<file path="config.mk">
export PLATFORM = sky130hd
export DESIGN_NAME = game_round_controller
export DESIGN_NICKNAME = d
export VERILOG_FILES = /design/src/rtl/game_round_controller.sv
export SDC_FILE = /design/constraint.sdc
export NUM_CORES = 1
export LEC_CHECK = 0
export ABC_AREA = 1
export CORE_ASPECT_RATIO = 1.2
export CORE_MARGIN = 2
export CORE_UTILIZATION = 40
export CTS_CLUSTER_DIAMETER = 40
export DETAILED_ROUTE_END_ITERATION = 8
export PLACE_DENSITY = 0.66
export SKIP_CTS_REPAIR_TIMING = 1
export SLEW_MARGIN = 20
export SYNTH_ARGS = -nofsm -noshare
export SYNTH_HDL_FRONTEND = slang
export SYNTH_SLANG_ARGS = --single-unit
</file>
<file path="constraint.sdc">
create_clock -name clk -period 3.1 [get_ports clk]
set_clock_uncertainty 0.2 [all_clocks]
set_input_delay 0.465 -clock clk [delete_from_list [all_inputs] [get_ports clk]]
set_output_delay 0.465 -clock clk [all_outputs]
set_load 0.005 [all_outputs]
</file>
<file path="src/rtl/game_round_controller.sv">
`timescale 1ns/1ps
// game_round_controller: runs the note-memory game round by round (clear, load song, start, wait).
// Define GAME_SCORE_EN to add a saturating score output.
module game_round_controller #(
  parameter int unsigned NUM_ROUNDS    = 4,
  parameter int unsigned TICK_MAX      = 5000000,
  parameter int unsigned TIMEOUT_TICKS = 600,
  parameter int unsigned GAP_TICKS     = 20,
  parameter int unsigned SETTLE_CYCLES = 4
) (
  input  logic        clk,
  input  logic        reset,
  input  logic        start_btn,
  input  logic        game_end,
  output logic [31:0] song_data,
  output logic        write_enable,
  output logic        game_start,
  output logic        game_reset,
  output logic [2:0]  round,
  output logic        busy,
  output logic        all_clear,
  output logic        timeout_flag
`ifdef GAME_SCORE_EN
  ,
  output logic [7:0]  score
`endif
);

  localparam int TICK_W   = (TICK_MAX > 1) ? $clog2(TICK_MAX) : 1;
  localparam int PLAY_W   = (TIMEOUT_TICKS > 0) ? $clog2(TIMEOUT_TICKS + 1) : 1;
  localparam int GAP_W    = (GAP_TICKS > 0) ? $clog2(GAP_TICKS + 1) : 1;
  localparam int SETTLE_W = (SETTLE_CYCLES > 0) ? $clog2(SETTLE_CYCLES + 1) : 1;

  localparam logic [TICK_W-1:0]   TICK_LAST   = TICK_W'(TICK_MAX - 1);
  localparam logic [PLAY_W-1:0]   TIMEOUT_VAL = PLAY_W'(TIMEOUT_TICKS);
  localparam logic [GAP_W-1:0]    GAP_VAL     = GAP_W'(GAP_TICKS);
  localparam logic [SETTLE_W-1:0] SETTLE_VAL  = SETTLE_W'(SETTLE_CYCLES);
  localparam logic [2:0]          LAST_ROUND  = 3'(NUM_ROUNDS - 1);

  typedef enum logic [2:0] {
    IDLE, CLEAR, LOAD, ARM, PLAY, WAIT_GAP, DONE, FAIL
  } state_t;

  state_t state, next_state;

  logic [TICK_W-1:0]   tick_cnt;
  logic                tick;
  logic                start_prev, end_prev;
  logic                start_edge, end_edge;
  logic [SETTLE_W-1:0] clear_cnt;
  logic                load_phase;
  logic [PLAY_W-1:0]   play_timer;
  logic [GAP_W-1:0]    gap_cnt;
  logic                game_reset_d, write_enable_d, game_start_d;
  logic                busy_d, all_clear_d, timeout_d;
  logic                new_game;

  function automatic logic [31:0] song_for(input logic [2:0] r);
    case (r)
      3'd0:    song_for = 32'h0123_4567;
      3'd1:    song_for = 32'h0765_4321;
      3'd2:    song_for = 32'h0246_1357;
      3'd3:    song_for = 32'h0011_2233;
      default: song_for = 32'h0321_0321;
    endcase
  endfunction

  assign tick       = (tick_cnt == TICK_LAST);
  assign start_edge = start_btn & ~start_prev;
  assign end_edge   = game_end & ~end_prev;
  assign new_game   = ((state == IDLE) || (state == DONE)) && (next_state == CLEAR);

  always_ff @(posedge clk or posedge reset) begin
    if (reset) begin
      tick_cnt   <= '0;
      start_prev <= 1'b0;
      end_prev   <= 1'b0;
    end else begin
      tick_cnt   <= tick ? '0 : tick_cnt + TICK_W'(1);
      start_prev <= start_btn;
      end_prev   <= game_end;
    end
  end

  always_ff @(posedge clk or posedge reset) begin
    if (reset) state <= IDLE;
    else       state <= next_state;
  end

  // A game_end edge takes priority over a timeout landing on the same cycle.
  always_comb begin
    next_state = state;
    case (state)
      IDLE:     if (start_edge) next_state = CLEAR;
      CLEAR:    if (clear_cnt == SETTLE_VAL) next_state = LOAD;
      LOAD:     if (load_phase) next_state = ARM;
      ARM:      next_state = PLAY;
      PLAY: begin
        if (end_edge)                       next_state = (round == LAST_ROUND) ? DONE : WAIT_GAP;
        else if (play_timer == TIMEOUT_VAL) next_state = FAIL;
      end
      WAIT_GAP: if (gap_cnt == GAP_VAL) next_state = CLEAR;
      DONE:     if (start_edge) next_state = CLEAR;
      FAIL:     if (start_edge) next_state = CLEAR;
      default:  next_state = IDLE;
    endcase
  end

  // Outputs are computed one cycle early and registered, so they line up with the state.
  always_comb begin
    game_reset_d   = (next_state == CLEAR) && (state != CLEAR);
    write_enable_d = (state == LOAD) && !load_phase;
    game_start_d   = (next_state == ARM);
    busy_d         = (next_state == CLEAR) || (next_state == LOAD) || (next_state == ARM) ||
                     (next_state == PLAY) || (next_state == WAIT_GAP);
    all_clear_d    = (next_state == DONE);
    timeout_d      = (next_state == FAIL);
  end

  always_ff @(posedge clk or posedge reset) begin
    if (reset) begin
      game_reset   <= 1'b0;
      write_enable <= 1'b0;
      game_start   <= 1'b0;
      busy         <= 1'b0;
      all_clear    <= 1'b0;
      timeout_flag <= 1'b0;
    end else begin
      game_reset   <= game_reset_d;
      write_enable <= write_enable_d;
      game_start   <= game_start_d;
      busy         <= busy_d;
      all_clear    <= all_clear_d;
      timeout_flag <= timeout_d;
    end
  end

  // Phase counters, round index and the song word handed to the game module.
  always_ff @(posedge clk or posedge reset) begin
    if (reset) begin
      clear_cnt  <= '0;
      load_phase <= 1'b0;
      play_timer <= '0;
      gap_cnt    <= '0;
      round      <= 3'd0;
      song_data  <= 32'd0;
    end else begin
      clear_cnt  <= (state == CLEAR) ? clear_cnt + SETTLE_W'(1) : '0;
      load_phase <= (state == LOAD) && !load_phase;

      if (state == ARM)
        play_timer <= '0;
      else if ((state == PLAY) && tick && (play_timer != TIMEOUT_VAL))
        play_timer <= play_timer + PLAY_W'(1);

      if (state != WAIT_GAP)
        gap_cnt <= '0;
      else if (tick && (gap_cnt != GAP_VAL))
        gap_cnt <= gap_cnt + GAP_W'(1);

      if (new_game)
        round <= 3'd0;
      else if ((state == WAIT_GAP) && (next_state == CLEAR) && (round != LAST_ROUND))
        round <= round + 3'd1;

      if ((next_state == LOAD) && (state != LOAD))
        song_data <= song_for(round);
    end
  end

`ifdef GAME_SCORE_EN
  localparam logic [PLAY_W-1:0] BONUS_LIMIT = PLAY_W'(TIMEOUT_TICKS / 2);

  logic [8:0] score_sum;

  assign score_sum = {1'b0, score} + ((play_timer < BONUS_LIMIT) ? 9'd2 : 9'd1);

  always_ff @(posedge clk or posedge reset) begin
    if (reset)
      score <= 8'd0;
    else if (new_game)
      score <= 8'd0;
    else if ((state == PLAY) && end_edge)
      score <= score_sum[8] ? 8'hFF : score_sum[7:0];
  end
`endif

endmodule

</file>
==> results.cfg, run 1 <==
[setup_path]
critPathKind = reg2reg
worstPathCellList = ha_1 -> ha_1 -> inv_1 -> nor2_1 -> nor2_1 -> nand2_1 -> nand3_1 -> nand3_2 -> nor2_1 -> nand3_1 -> nand2_1
crit_start = round[0]
crit_path_max_fanout = 7
critical_path.max_stage_delay_ns = 0.46
crit_top_cell = nor2_1
endpoint_kind = register
rr_worst_depth = 11
crit_arrival_ns = 2.32
r2r-start = round[0]
r2r-end = round[2]
cp_slowest_cell = dfrtp_1
crit_end = round[2]
rrSetupSlack_ns = 0.85
worstSetupStartpointType = register
worst_ep_required_time_ns = 3.17

[cells_and_area]
multi_input_area_um2 = 1690
area_delta_synth_final_pct = 20.1
nNetsFinal = 530
seq_area_um2 = 1750
final.fill_count = 905
drive_above_1_share_pct = 8.29
antennaDiodeCount = 0

[floorplan]
die_h_um = 112
dieArea_um2 = 10400
num_rows = 39
core_um2 = 9470
initial_core_util_pct = 40.7
die-width_um = 93.6
boundaryPins = 45

[power_and_ir_drop]
max-vdd-ir-drop_v = 0.000486
p_per_area_nw_per_um2 = 760
leakage_nw = 2.32

[clock_tree]
cts.sinks = 70
clk_latency_ns = 0.33
cts_max_level = 3
clk_pin_slew_worst_paths_ns = 0.06
cts_made_buffers = 9
cts_tree = built
cts_buffer_depth = 2
ctsRootBufferMaster = clkbuf_16

[drt]
firstDrtPassIters = 4
antenna_left = 0
drt-wirelength-per-cell_um = 12.3
vias = 3035
drt_wl_total_mm = 7.91
drc = 0
via_per_inst = 4.73
drt_iter0_markers = 141

[sta]
whs_ns = 0.189
worst_slew_pin_slew_ns = 0.523
finalSetupTns_ns = 0
finalHoldViolations = 0
rsz0062_at_grt = no
finalSetupViolCount = 0
period_share_pct = 72.6
fin_crit_ns = 2.25
drv_slew = 0
fmax_ghz = 0.444
relSlewSlack_pct = 64.8

[synthesis]
synth_top_flop_cell = dfrtp_1
ys_ff_latch = 70
synth_top_family_by_area = simple AND/OR/NAND/NOR gates
netlist_instances = 478
syn_avg_cell_area_um2 = 8.06
yosys.area_share.adder_pct = 3.89
synth_edf_count = 0
synth_compound_area_share_pct = 5.87
synthMuxAreaShare_pct = 0
synthSimpleGateAreaFrac_pct = 29.0
synth_area_um2 = 3850
yosysUniqueCellTypes = 36
synthXorXnorAreaFrac_pct = 4.09
ys_seq_area_share_pct = 45.4
yosysWarnings = 0
synth-async-reset-ratio_pct = 100

[placement]
hpwlAfterDp_mm = 5.81
gp_congestion = 0.820
port_buffers = 33

[global_routing]
grt_pass1_vias = 3087
antenna_found_initial = 0
grt_overflow = 0
grt_max_degree = 61
grt_use_total_pct = 16.7
grt_pass1_wl_mm = 13.9

[job]
drv_cap = 0

[min_path]
hold_path_class = in2async

[outcome]
status = complete, no violations
critical path: cells and delay by family, from the launching register on:
family | cells | cell delay [ns]
DFF | 1 | 0.46
and+or+nand+nor | 8 | 0.91
adders and majority gates | 2 | 0.47
buffers and inverters | 1 | 0.14
area by class of cell:
type,count,share of cell area [%]
flip-flops and latches,70,37.8
multi-input cells,316,36.6
well taps,123,3.33
clock buffers,10,4.95
repair buffers,35,7.73
inverters,82,6.65
clock inverters,6,2.89
registers in the layout, summed over array words and instances (netlist names), 3 cells and up:
signal,cells
tick_cnt,23
gap_cnt,5
clear_cnt,3
play_timer,10
state,3
song_data,15
round,3
per-stage QoR:
stage | instances | power, W | setup WS (ns) | instance area (um2) | utilization [%]
2_1_floorplan | 488 | 0.00183 | 0.667 | 3890 | -
3_3_place_gp | 626 | 0.00223 | 0.931 | 4270 | 45.1
3_5_place_dp | 626 | 0.00228 | 0.824 | 4270 | 45.1
4_1_cts | 642 | 0.00355 | 0.848 | 4630 | 48.9
5_1_grt | 642 | 0.00374 | 0.701 | 4630 | 48.9
6_report | 642 | 0.00352 | 0.848 | 4630 | 48.9
how the worst min path moves through the flow:
stage	slack [ns]	to	cells past startpoint	from
2_1_floorplan	0.23	clear_cnt[0]	1	clear_cnt[0]
3_3_place_gp	0.25	clear_cnt[0]	1	clear_cnt[0]
3_5_place_dp	0.25	load_phase	1	load_phase
4_1_cts	0.20	tick_cnt[19]	2	reset
5_1_grt	0.21	tick_cnt[12]	2	reset
6_report	0.19	tick_cnt[19]	2	reset
routing by layer:
layer	share of wire (%)	vias to the layer above	GRT usage (%)
met5	0	-	0
met4	2.4	0	7.34
met3	3.1	14	3.86
met2	51	53	28.5
met1	43	1412	19.9
li1	-	1556	-
power breakdown:
| group | internal, W | leakage (nW) | switching [W] |
|---|---|---|---|
| clock | 0.000867 | 0.177 | 0.000385 |
| sequential | 0.00108 | 0.909 | 0.000129 |
| combinational | 0.000481 | 1.24 | 0.000577 |
| total | 0.00242 | 2.32 | 0.00109 |
cells by family after synthesis:
kind of cell    after synthesis
xor+xnor                     18
other cells                   1
simple gates                236
compound gates               39
flops                        70
buf+inv                     102
fa+ha+maj                    12
cells in the mapped netlist, types with 5 or more instances:
library cell  instances  share of area, %
buf_4                17               3.3
o21ai_0              17               2.2
nor2_1               55               5.4
nand4_1              10               1.6
a21oi_1              11               1.4
nand3_1              38               4.9
inv_1                78               7.6
xor2_1               14               3.2
or2_2                 5              0.81
nand3b_1              7               1.4
nand2_1              91               8.9
dfrtp_1              70                45
ha_1                 12               3.9
nor3_1                9               1.2
cell usage in the layout, fill, tap and decap left out, types with 4 or more instances in the layout:
cell             instances
a21oi_1                 11
bufinv_16                4
clkbuf_16                9
clkdlybuf4s50_1         33
conb_1                  11
dfrtp_1                 70
ha_1                    12
inv_1                   77
inv_2                    5
nand2_1                 91
nand3_1                 38
nand3b_1                 7
nand4_1                 10
nor2_1                  55
nor3_1                   9
o21ai_0                 17
o31ai_1                  4
or2_2                    5
xnor2_1                  4
xor2_1                  14
(Power assumes the default switching activity.)
==> run 2: changes to the inputs <==
==> constraint.sdc (replaced) <==
create_clock -name clk -period 2.1 [get_ports clk]
set_clock_uncertainty 0.2 [all_clocks]
set_input_delay 0.315 -clock clk [delete_from_list [all_inputs] [get_ports clk]]
set_output_delay 0.315 -clock clk [all_outputs]
set_load 0.005 [all_outputs]
==> results.cfg, run 2 (synthesis gave the netlist of run 1 again) <==
[power_and_ir_drop]
leakage_nw = 2.40
p_int_w = 0.00378
p_per_area_nw_per_um2 = 1130
power_switching_w = 0.00166
max-vdd-ir-drop_v = 0.000773
p_comb_share_pct = 32.7
power_frac_seq_pct = 32.2
switching_share_pct = 30.4
clkPwrFrac_pct = 35.1

[sta]
finalSetupTns_ns = 0
finalHoldViolations = 0
whs_ns = 0.227
relSlewSlack_pct = 64.5
drv_slew = 0
period_share_pct = 95.1
fin_crit_ns = 2.00
finalSetupViolCount = 0
setup_ws_ns = 0.104
fmax_ghz = 0.501
rsz0062_at_grt = yes
worst_slew_pin_slew_ns = 0.527

[floorplan]
core_um2 = 9470
boundaryPins = 45
dieArea_um2 = 10400
initial_core_util_pct = 40.7
die_h_um = 112
num_rows = 39
die-width_um = 93.6

[setup_path]
rr_worst_depth = 9
crit_path_max_fanout = 5
worstPathCellList = nor2_1 -> nand3_1 -> or2_2 -> nor2_2 -> nand4_2 -> buf_4 -> buf_4 -> nand3b_1 -> inv_1
cp_slowest_cell = dfrtp_1
crit_arrival_ns = 2.02
crit_top_cell = buf_4
worstSetupStartpointType = register
critPathKind = reg2reg
critical_path.max_stage_delay_ns = 0.42
endpoint_kind = register
worst_ep_required_time_ns = 2.13

[global_routing]
grt_overflow = 0
grt_pass1_wl_mm = 14.1
grt_max_degree = 71
grt_use_total_pct = 16.8
antenna_found_initial = 0
grt_pass1_vias = 3217

[clock_tree]
cts_made_buffers = 9
ctsRootBufferMaster = clkbuf_16
cts_max_level = 3
cts.sinks = 70
cts_tree = built
cts_buffer_depth = 2
clk_latency_ns = 0.33
clk_pin_slew_worst_paths_ns = 0.06

[min_path]
hold_path_class = in2async

[placement]
port_buffers = 33
hpwlAfterDp_mm = 5.82
place_ws_ns = -0.0221
placedCellCount = 639
gp_congestion = 0.867

[cells_and_area]
seq_area_um2 = 1750
drive_above_1_share_pct = 12.5
nNetsFinal = 546
final_cell_mix = 91 x nand2_1, 75 x inv_1, 69 x dfrtp_1, 53 x nor2_1, 37 x nand3_1
layout_commonest_cell = nand2_1
final.fill_count = 904
antennaDiodeCount = 0
area_delta_synth_final_pct = 24.7
final_cells = 658
largest_register_ffs = 23
multi_input_area_um2 = 1720
final_util_pct = 50.8
reg.largest.list = tick_cnt x23, song_data x15, play_timer x10
largest-register = tick_cnt

[outcome]
status = complete, no violations

[drt]
via_per_inst = 4.89
vias = 3215
firstDrtPassIters = 4
drt_iter0_markers = 164
drc = 0
antenna_left = 0
drt_wl_total_mm = 8.00
drt-wirelength-per-cell_um = 12.2

[job]
drv_cap = 0
run 2: cell types whose count changed in the layout (fill, tap and decap cells not counted), moves of 2 or more:
cell	previous run	this run
nor2_4	2	4
clkbuf_8	0	2
nor2_1	55	53
inv_1	77	75
buf_4	1	16
run 2: path summary, 6_finish.rpt:
path	end	slack, ns	startpoint
max	tick_cnt[3]	0.10	tick_cnt[10]
min	play_timer[2]	0.23	reset
max reg2reg	tick_cnt[3]	0.10	tick_cnt[10]
min reg2reg	clear_cnt[0]	0.27	clear_cnt[0]
max in group asynchronous	tick_cnt[7]	1.14	reset
min in group clk	start_prev	0.25	start_btn
run 2: final cells by class:
| class | count | area share (%) |
|---|---|---|
| Clock buffer | 11 | 5.26 |
| Clock inverter | 5 | 2.68 |
| Inverter | 82 | 6.48 |
| Multi-Input combinational cell | 316 | 35.7 |
| Sequential cell | 70 | 36.5 |
| Tap cell | 123 | 3.20 |
| Timing Repair Buffer | 51 | 10.2 |
run 2: power by group through the flow:
stage | Clock [W] | Sequential (W) | Combinational, W
after CTS | 0.00195 | 0.00176 | 0.00173
after floorplan | 0 | 0.00179 | 0.000908
after global routing | 0.00201 | 0.00179 | 0.00198
after detailed placement | 0 | 0.00178 | 0.00170
after global placement | 0 | 0.00176 | 0.00166
final | 0.00191 | 0.00175 | 0.00178
run 2: through the flow:
stage | instance area [um2] | total power [W]
final | 4810 | 0.00544
after global routing | 4810 | 0.00577
after CTS | 4760 | 0.00543
after detailed placement | 4380 | 0.00348
after global placement | 4380 | 0.00343
after floorplan | 3900 | 0.00269
run 2: metal layers:
metal | track usage, % | part of all wire (%) | vias up
li1 | - | - | 1599
met1 | 20.1 | 43 | 1524
met2 | 28.2 | 51 | 73
met3 | 3.99 | 3.8 | 19
met4 | 8.12 | 2.4 | 0
met5 | 0 | 0 | -
run 2: worst max-delay path: cells and delay by family, from the launching register on:
family                 cells  cell delay (ns)
buffers and inverters      3             0.38
DFF                        1             0.42
and+or+nand+nor            6             0.90
